**config.mk**
```make
export PLATFORM = sky130hd
export DESIGN_NAME = laser_fire_control
export DESIGN_NICKNAME = d
export VERILOG_FILES = /design/src/rtl/laser_fire_control_pkg.sv /design/src/rtl/laser_fire_control_btn_sync_edge.sv /design/src/rtl/laser_fire_control.sv
export SDC_FILE = /design/constraint.sdc
export NUM_CORES = 1
export LEC_CHECK = 0
export BUFFER_PORTS_ARGS = -buffer_cell sky130_fd_sc_hd__buf_2
export CAP_MARGIN = 0
export CORE_MARGIN = 5
export CORE_UTILIZATION = 35
export DETAILED_ROUTE_END_ITERATION = 10
export GPL_TIMING_DRIVEN = 1
export PLACE_DENSITY = 0.69
export RECOVER_POWER = 50
export SETUP_SLACK_MARGIN = 0.15
export SKIP_CTS_REPAIR_TIMING = 1
export SYNTH_ARGS = -nofsm -noshare
export SYNTH_HDL_FRONTEND = slang
export SYNTH_SLANG_ARGS = --single-unit
```
**constraint.sdc**
```tcl
create_clock -name clock -period 1.8 [get_ports clock]
set_input_delay 0.54 -clock clock [delete_from_list [all_inputs] [get_ports clock]]
set_output_delay 0.54 -clock clock [all_outputs]
set_load 0.01 [all_outputs]
```
**src/rtl/laser_fire_control_pkg.sv**
```systemverilog
// Shared definitions for the laser fire controller: state encoding, default
// parameters and playfield geometry.
package laser_fire_control_pkg;

  typedef enum logic [2:0] {
    ST_DISABLED = 3'd0,
    ST_ARMED    = 3'd1,
    ST_FIRE     = 3'd2,
    ST_COOLDOWN = 3'd3,
    ST_EMPTY    = 3'd4
  } fire_state_t;

  localparam int AMMO_MAX_DEFAULT = 8;
  localparam int COOLDOWN_DEFAULT = 16;
  localparam int PADDLE_W_DEFAULT = 64;

  // First visible row of the playfield; shots leaving above it are retired downstream.
  localparam logic [9:0] TOP = 10'd16;

  function automatic logic [9:0] muzzle_x(input logic [9:0] paddle_left, input int paddle_w);
    return paddle_left + 10'(paddle_w / 2);
  endfunction

  function automatic logic [9:0] muzzle_y(input logic [9:0] paddle_top);
    return paddle_top - 10'd1;
  endfunction

endpackage

```
**src/rtl/laser_fire_control_btn_sync_edge.sv**
```systemverilog
// Two-flop synchronizer for an asynchronous button followed by a
// rising-edge detector that emits a one-cycle press pulse.
module btn_sync_edge (
  input  logic clock,
  input  logic reset,
  input  logic btn,
  output logic press
);

  logic sync1;
  logic sync2;
  logic prev;

  always_ff @(posedge clock) begin
    if (reset) begin
      sync1 <= 1'b0;
      sync2 <= 1'b0;
      prev  <= 1'b0;
    end else begin
      sync1 <= btn;
      sync2 <= sync1;
      prev  <= sync2;
    end
  end

  // Pulse only on the synchronized 0->1 transition, so a held button never repeats.
  assign press = sync2 & ~prev;

endmodule

```
**src/rtl/laser_fire_control.sv**
```systemverilog
// Fire control for the paddle laser: turns button presses into single-cycle
// shot requests gated by ammo, cooldown, the power-up and shots in flight.
module laser_fire_control
  import laser_fire_control_pkg::*;
#(
  parameter int AMMO_MAX = AMMO_MAX_DEFAULT,
  parameter int COOLDOWN = COOLDOWN_DEFAULT,
  parameter int PADDLE_W = PADDLE_W_DEFAULT
) (
  input  logic       clock,
  input  logic       reset,
  input  logic       fire_btn,
  input  logic       laser_enable,
  input  logic       reload,
  input  logic [9:0] paddle_x,
  input  logic [9:0] paddle_y,
  input  logic       shot_active,
  output logic       shot,
  output logic [9:0] shot_x,
  output logic [9:0] shot_y,
  output logic [3:0] ammo,
  output logic       ready
);

  localparam logic [3:0] AMMO_FULL        = 4'(AMMO_MAX);
  localparam logic [3:0] AMMO_FIRE_RELOAD = 4'(AMMO_MAX - 1);
  localparam logic [7:0] COOL_LOAD        = 8'(COOLDOWN - 1);

  fire_state_t state;
  fire_state_t state_next;
  logic [7:0]  cool_cnt;
  logic [7:0]  cool_next;
  logic [3:0]  ammo_next;
  logic        press;
  logic        entering_fire;

  btn_sync_edge u_fire_btn (
    .clock (clock),
    .reset (reset),
    .btn   (fire_btn),
    .press (press)
  );

  always_ff @(posedge clock) begin
    if (reset) begin
      state    <= ST_DISABLED;
      cool_cnt <= 8'd0;
      ammo     <= 4'd0;
    end else begin
      state    <= state_next;
      cool_cnt <= cool_next;
      ammo     <= ammo_next;
    end
  end

  // The counter is loaded on the way into FIRE and keeps counting through
  // FIRE, so the next FIRE can follow the previous one COOLDOWN+1 cycles later.
  always_comb begin
    state_next = state;
    cool_next  = cool_cnt;
    ammo_next  = ammo;

    case (state)
      ST_DISABLED: begin
        if (laser_enable) begin
          state_next = (ammo != 4'd0) ? ST_ARMED : ST_EMPTY;
        end
      end
      ST_ARMED: begin
        if (press && !shot_active && ammo != 4'd0) begin
          state_next = ST_FIRE;
          cool_next  = COOL_LOAD;
        end
      end
      ST_FIRE: begin
        state_next = ST_COOLDOWN;
        ammo_next  = ammo - 4'd1;
        if (cool_cnt != 8'd0) begin
          cool_next = cool_cnt - 8'd1;
        end
      end
      ST_COOLDOWN: begin
        if (cool_cnt == 8'd0) begin
          if (!shot_active) begin
            state_next = (ammo != 4'd0) ? ST_ARMED : ST_EMPTY;
          end
        end else begin
          cool_next = cool_cnt - 8'd1;
        end
      end
      ST_EMPTY: begin
        if (reload) begin
          state_next = ST_ARMED;
        end
      end
      default: begin
        state_next = ST_DISABLED;
      end
    endcase

    // A reload landing on the FIRE cycle still pays for that shot.
    if (reload) begin
      ammo_next = (state == ST_FIRE) ? AMMO_FIRE_RELOAD : AMMO_FULL;
    end

    if (!laser_enable) begin
      state_next = ST_DISABLED;
    end
  end

  assign entering_fire = (state_next == ST_FIRE) && (state != ST_FIRE);

  always_ff @(posedge clock) begin
    if (reset) begin
      shot   <= 1'b0;
      ready  <= 1'b0;
      shot_x <= 10'd0;
      shot_y <= 10'd0;
    end else begin
      shot  <= entering_fire;
      ready <= (state_next == ST_ARMED);
      if (entering_fire) begin
        shot_x <= muzzle_x(paddle_x, PADDLE_W);
        shot_y <= muzzle_y(paddle_y);
      end
    end
  end

endmodule

```
==> results.md, run 1 <==
- R2r worst-path depth: 9
- Hold Startpoint: u_fire_btn.sync1$_SDFF_PP0_
- VDD IR max: 0.388 mV
- Total CTS buffers: 5
- Clock tree buffer depth: 2
- CP Launch Point: ammo[0]$_SDFFE_PP0P_
- Leakage Power: 1.21 nW
- Net Count, Synth: 246
- Top Layer Used: met4
- CTS tree: done
- Global-route wire length before repair: 8.10 mm
- Core Util, Final: 0.550
- Cell taking the most area after synthesis: dfxtp_1
- Cell count after synthesis: 215
- Top_reg_cell synth: dfxtp_1
- Final WL: 5.68 mm
- CP max-delay cell: dfxtp_2
- Final hold vios: 0
- Register area share after synthesis: 0.397
- Gr usage total: 0.135
- Worst reg2reg endpoint: shot_x[6]$_SDFFE_PP0P_
- WS Path Type: reg -> reg
- DRT antenna net count: 0
- Syn avg cell area: 9.38 sq um
- Initial antenna violation count: 0
- Most frequent cells in the layout: buf_2, dfxtp_1, buf_4, nor2_1, a211oi_2
- Critical Path RT: 1.98 ns
- Slew @ Worst Pin: 0.508 ns
- H-tree depth: 2
- Clock Root Buffer: clkbuf_8
- Status: complete, but fails checks
- DR pass1 iterations: 4
- Initial Util: 0.364
- Clk sinks: 40
- Post-synth EDFFs: 0
- Startpoint Class: flip-flop
- WP data arrival: 2.03 ns
- # diodes: 0
- Metal2 WL: 2.98 mm
- Post-synthesis cell type count: 46
- Max frequency: 0.542 GHz
- DR vias/cell: 5.09
- Share of cells above drive strength 1: 0.503
- Top Ports: 52
- Max-slew violation count: 0
- Ys async rst share: 0
- R2r startpoint: ammo[0]$_SDFFE_PP0P_
- Iter 0 DRT Violations: 44
- GP Congestion: 0.780
- DR WL met3: 244 um
- Placed insts: 351
- Total global routing overflow: 0
- PwrDens: 608 mW/mm^2
- Die area: 0.00738 sq mm
- Most common cell after layout, fill and taps aside: buf_2
- Wire length on met1: 2.32 mm
- Yosys warns: 0
- Hold/Removal Path Class: reg -> reg
- Tcrit/Tclk final: 1.03
- Setup slack, reg-to-reg: -0.05 ns
- Seq cells post-synth: 40
- CP max stage delay: 0.36 ns
- Final setup vio count: 7
- RSZ-0062 raised after global routing: yes
- CP bufs+invs: 4
- Die Y: 85.9 um
- CP cell instances: inv_2 > ha_4 > nor3b_4 > buf_6 > nor4bb_4 > buf_4 > buf_12 > mux2i_1 > nor2_1
- Largest net degree at the start of global routing: 32
- Top delay family on crit path: buffers and inverters
- Tmin final: 1.85 ns
- Setup Skew: 0.0122 ns
- Worst min-delay path endpoint: u_fire_btn.sync2$_SDFF_PP0_
- Setup total negative slack: -0.136 ns
- Remaining routing DRC violations: 0
- Die width: 85.9 um
- Clk_lat worst skew: 0.30 ns
- Area share of the largest cell type after synthesis: 0.397
- Final cell count without fillers: 376
- Worst Hold Depth: 1
- WL per Instance: 15.1 um
- Critical Path Sink Type: flip-flop
- Cell area after synthesis: 0.00202 sq mm
- Area Overhead vs Synth: 51.1%
- Clk slew on worst S/H paths: 0.09 ns
- Worst setup margin: -0.0459 ns
- Crit Path Max Fanout: 8
- Core area: 0.00554 sq mm
- NumNets Final: 334
- Failing checks: negative setup slack
- FP Rows: 27
- Post-DP HPWL: 3.62 mm
- Slew HR: 0.662
- DR vias: 1912
- Number of port buffers: 51
- Max-cap violations: 0
- Number of global-route vias before repair: 1813
- Synth area leaders: dfxtp_1, a211oi_2, nor2_1
==> state kept, by name (all words and copies together), names as in the netlist <==
| register | count |
|---|---|
| shot_x | 10 |
| shot_y | 10 |
| cool_cnt | 8 |
| ammo | 4 |
| state | 3 |
| ready | 1 |
| shot | 1 |
| u_fire_btn.prev | 1 |
| u_fire_btn.sync1 | 1 |
| u_fire_btn.sync2 | 1 |
==> layout make-up <==
cell class              count  area (sq um)
flip-flops and latches     40           808
well taps                  72          90.1
repair buffers             91           632
multi-input cells         155          1360
clock buffers               6          82.6
inverters                  10          37.5
clock inverters             2          38.8
fillers                   516          2490
==> synth_stat cells, drive strengths merged (2+ instances only) <==
| cell | instances |
|---|---|
| nor2b | 6 |
| o21ai | 6 |
| nand3 | 6 |
| xor2 | 9 |
| nor4 | 3 |
| nand2 | 7 |
| o211ai | 2 |
| buf | 5 |
| a311oi | 2 |
| a31oi | 3 |
| a21oi | 7 |
| ha | 5 |
| nand3b | 2 |
| or3b | 2 |
| mux2i | 6 |
| clkbuf | 5 |
| nand2b | 2 |
| nor3b | 4 |
| dfxtp | 40 |
| inv | 10 |
| a211oi | 20 |
| nor4b | 3 |
| nor2 | 34 |
| nor3 | 7 |
| xnor2 | 4 |
==> metal layers <==
metal	up-vias	track usage
met4	0	0.0561
met5	-	0
met2	41	0.221
met1	916	0.166
met3	12	0.0394
li1	943	-
==> where the power goes <==
part / total, mW / internal [mW] / leakage [nW] / switching (mW)
registers: 0.900 / 0.892 / 0.326 / 0.00812
logic: 0.174 / 0.0817 / 0.818 / 0.0921
clock network: 0.780 / 0.454 / 0.0614 / 0.326
==> metrics by stage <==
stage	total power [mW]	setup WS (ns)	instance area, sq um	hold slack [ns]
finish	1.85	-0.0459	3050	0.451
global route	1.93	-0.140	3050	0.460
CTS	1.84	-0.0627	2660	0.449
detailed placement	1.07	-0.0453	2540	0.443
global placement	1.07	-0.0253	2540	0.425
floorplan	0.998	0.0879	2060	0.414
==> kinds of logic after synthesis <==
| kind of cell | after synthesis | synth area share |
|---|---|---|
| simple gates | 85 | 0.241 |
| compound gates | 45 | 0.186 |
| flops | 40 | 0.397 |
| buf+inv | 20 | 0.0528 |
| xor+xnor | 13 | 0.0565 |
| mux | 7 | 0.0354 |
| fa+ha+maj | 5 | 0.0310 |
==> worst max path at each step <==
stage,endpoint,slack [ns],cells past startpoint
6_report,shot_x[6]$_SDFFE_PP0P_,-0.05,9
3_5_place_dp,shot_x[6]$_SDFFE_PP0P_,-0.05,6
3_3_place_gp,shot_x[0]$_SDFFE_PP0P_,-0.03,6
2_1_floorplan,shot_x[4]$_SDFFE_PP0P_,0.09,6
5_1_grt,shot_x[6]$_SDFFE_PP0P_,-0.14,9
4_1_cts,ready$_SDFF_PP0_,-0.06,6
No activity file was read; power rests on OpenSTA's default activity.
==> run 2: changes to the inputs <==
==> constraint.sdc (replaced) <==
create_clock -name clock -period 1.8 [get_ports clock]
set_input_delay 0.36 -clock clock [delete_from_list [all_inputs] [get_ports clock]]
set_output_delay 0.36 -clock clock [all_outputs]
set_load 0.01 [all_outputs]
==> run 2 against run 1 <==
Compared with the run above:
- the run now ends clean
- clock skew shrank 0.0077 ns
- worst hold slack lost 0.17 ns
- register-to-register slack gained 0.11 ns
- final cell count shrank 3.7%
- worst setup slack gained 0.11 ns
- clock power grew 2%
- via count shrank 3.2%
- non-clock buffer count shrank 14
- sequential power is essentially flat
- die area is the same
- cell area shrank 4.6%
- critical path depth shrank 1
- critical path type unchanged
- critical endpoint is now shot_y[0]$_SDFFE_PP0P_
- largest cell class unchanged
- largest power group unchanged
==> results.md, run 2 (synthesis gave the netlist of run 1 again) <==
- Status: finished, final reports clean (was complete, but fails checks)
- Leakage Power: 1.18 nW (was 1.21 nW)
- Post-DP HPWL: 3.30 mm (was 3.62 mm)
- Remaining routing DRC violations: 0 (unchanged)
- Final setup vio count: 0 (was 7)
- Total global routing overflow: 0 (unchanged)
- Critical Path RT: 2.01 ns (was 1.98 ns)
- DR WL met3: 175 um (was 244 um)
- # diodes: 0 (unchanged)
- Number of port buffers: 51 (unchanged)
- Core area: 0.00554 sq mm (unchanged)
- Clk sinks: 40 (unchanged)
- Clk_lat worst skew: 0.29 ns (was 0.30 ns)
- Sequential cell area: 807 sq um (was 808 sq um)
- Top Layer Used: met4 (unchanged)
- Max-cap violations: 0 (unchanged)
- Final cell count without fillers: 362 (was 376)
- Post-DP Area: 0.00246 sq mm (was 0.00254 sq mm)
- Slew @ Worst Pin: 0.459 ns (was 0.508 ns)
- Crit Path Max Fanout: 9 (was 8)
- CP cell instances: inv_2 > ha_4 > nor3b_4 > nor4bb_4 > buf_6 > clkbuf_16 > nor2_4 > a211oi_2 (was inv_2 > ha_4 > nor3b_4 > buf_6 > nor4bb_4 > buf_4 > buf_12 > mux2i_1 > nor2_1)
- Die Y: 85.9 um (unchanged)
- WP data arrival: 1.95 ns (was 2.03 ns)
- Tmin final: 1.74 ns (was 1.85 ns)
- DRT antenna net count: 0 (unchanged)
- WS Path Type: reg -> reg (unchanged)
- Initial antenna violation count: 0 (unchanged)
- WL per Instance: 14.3 um (was 15.1 um)
- Largest net degree at the start of global routing: 36 (was 32)
- CP max-delay cell: dfxtp_4 (was dfxtp_2)
- Global-route wire length before repair: 7.21 mm (was 8.10 mm)
- Wire length on met1: 2.35 mm (was 2.32 mm)
- PwrDens: 634 mW/mm^2 (was 608 mW/mm^2)
- Die area: 0.00738 sq mm (unchanged)
- Hold Slack: 0.283 ns (was 0.451 ns)
- Die width: 85.9 um (unchanged)
- H-tree depth: 2 (unchanged)
- Critical Path Sink Type: flip-flop (unchanged)
- GP Congestion: 0.787 (was 0.780)
- DR vias: 1850 (was 1912)
- Iter 0 DRT Violations: 72 (was 44)
- Area Overhead vs Synth: 44.1% (was 51.1%)
- Slew HR: 0.693 (was 0.662)
- Final WL: 5.18 mm (was 5.68 mm)
- Post-route cell area: 0.00291 sq mm (was 0.00305 sq mm)
- VDD IR max: 0.437 mV (was 0.388 mV)
- Hold/Removal Path Class: in -> reg (was reg -> reg)
- RSZ-0062 raised after global routing: yes (unchanged)
- NumNets Final: 320 (was 334)
- Max frequency: 0.575 GHz (was 0.542 GHz)
- Filler cells: 522 (was 516)
- Setup Skew: 0.00450 ns (was 0.0122 ns)
- Most common cell after layout, fill and taps aside: buf_2 (unchanged)
- Clk slew on worst S/H paths: 0.08 ns (was 0.09 ns)
- FP Rows: 27 (unchanged)
- Largest regs: shot_x: 10 flops, shot_y: 10 flops, cool_cnt: 8 flops (unchanged)
- Share of cells above drive strength 1: 0.486 (was 0.503)
- DR pass1 iterations: 4 (unchanged)
- Total CTS buffers: 5 (unchanged)
- Initial Util: 0.364 (unchanged)
- DR vias/cell: 5.11 (was 5.09)
- Clock Root Buffer: clkbuf_8 (unchanged)
- Clock tree buffer depth: 2 (unchanged)
- Core Util, Final: 0.524 (was 0.550)
- Number of global-route vias before repair: 1631 (was 1813)
- Max-slew violation count: 0 (unchanged)
- Top Ports: 52 (unchanged)
- CTS tree: done (unchanged)
- Most frequent cells in the layout: buf_2, dfxtp_1, nor2_1, buf_4, a211oi_2 (was buf_2, dfxtp_1, buf_4, nor2_1, a211oi_2)
- Gr usage total: 0.121 (was 0.135)
- Total power: 1.84 mW (was 1.85 mW)
- Tcrit/Tclk final: 0.967 (was 1.03)
- CP max stage delay: 0.36 ns (about the same)
- Multi-input logic area: 0.00131 sq mm (was 0.00136 sq mm)
- Metal2 WL: 2.57 mm (was 2.98 mm)
- Startpoint Class: flip-flop (unchanged)
- Placed insts: 343 (was 351)
- Final hold vios: 0 (unchanged)
==> run 2: cell count changes in the layout (fill, tap and decap cells not counted), sizes merged <==
cell	delta
clkbuf	-10
buf	-3
clkinv	-1
==> run 2: power by group <==
| part | switching, mW | total (mW) | leakage, nW | internal (mW) |
|---|---|---|---|---|
| logic | 0.0830 | 0.150 | 0.788 | 0.0668 |
| clock network | 0.305 | 0.794 | 0.0645 | 0.489 |
| registers | 0.00727 | 0.898 | 0.325 | 0.890 |
==> run 2: layout make-up <==
cell class              instances  area share
flip-flops and latches         40       0.278
clock inverters                 1      0.0103
clock buffers                   7      0.0332
inverters                      10      0.0129
repair buffers                 77       0.183
multi-input cells             155       0.452
well taps                      72      0.0310
==> run 2: per-stage QoR <==
stage          worst slack (ns)  setup TNS (ns)
2_1_floorplan             0.148               0
3_3_place_gp             0.0677               0
3_5_place_dp             0.0338               0
4_1_cts                  0.0311               0
5_1_grt                 -0.0310          -0.146
6_report                 0.0601               0
==> run 2: worst max-delay path, delay by kind of cell, from the launching register on <==
| family | cells | cell delay [ns] |
|---|---|---|
| simple gates | 3 | 0.57 |
| buf+inv | 3 | 0.41 |
| flops | 1 | 0.36 |
| compound gates | 1 | 0.18 |
| fa+ha+maj | 1 | 0.15 |
==> run 2: worst paths after layout <==
path	from	to	slack (ns)	depth (start not counted)
max reg2reg	ammo[1]$_SDFFE_PP0P_	shot_y[0]$_SDFFE_PP0P_	0.06	8
min reg2reg	u_fire_btn.sync1$_SDFF_PP0_	u_fire_btn.sync2$_SDFF_PP0_	0.44	1
max	ammo[1]$_SDFFE_PP0P_	shot_y[0]$_SDFFE_PP0P_	0.06	8
min	fire_btn	u_fire_btn.sync1$_SDFF_PP0_	0.28	2
==> run 2: layer usage <==
layer / vias to the layer above / global-route usage
li1: 921 / -
met1: 887 / 0.148
met2: 37 / 0.203
met3: 5 / 0.0298
met4: 0 / 0.0489
met5: - / 0
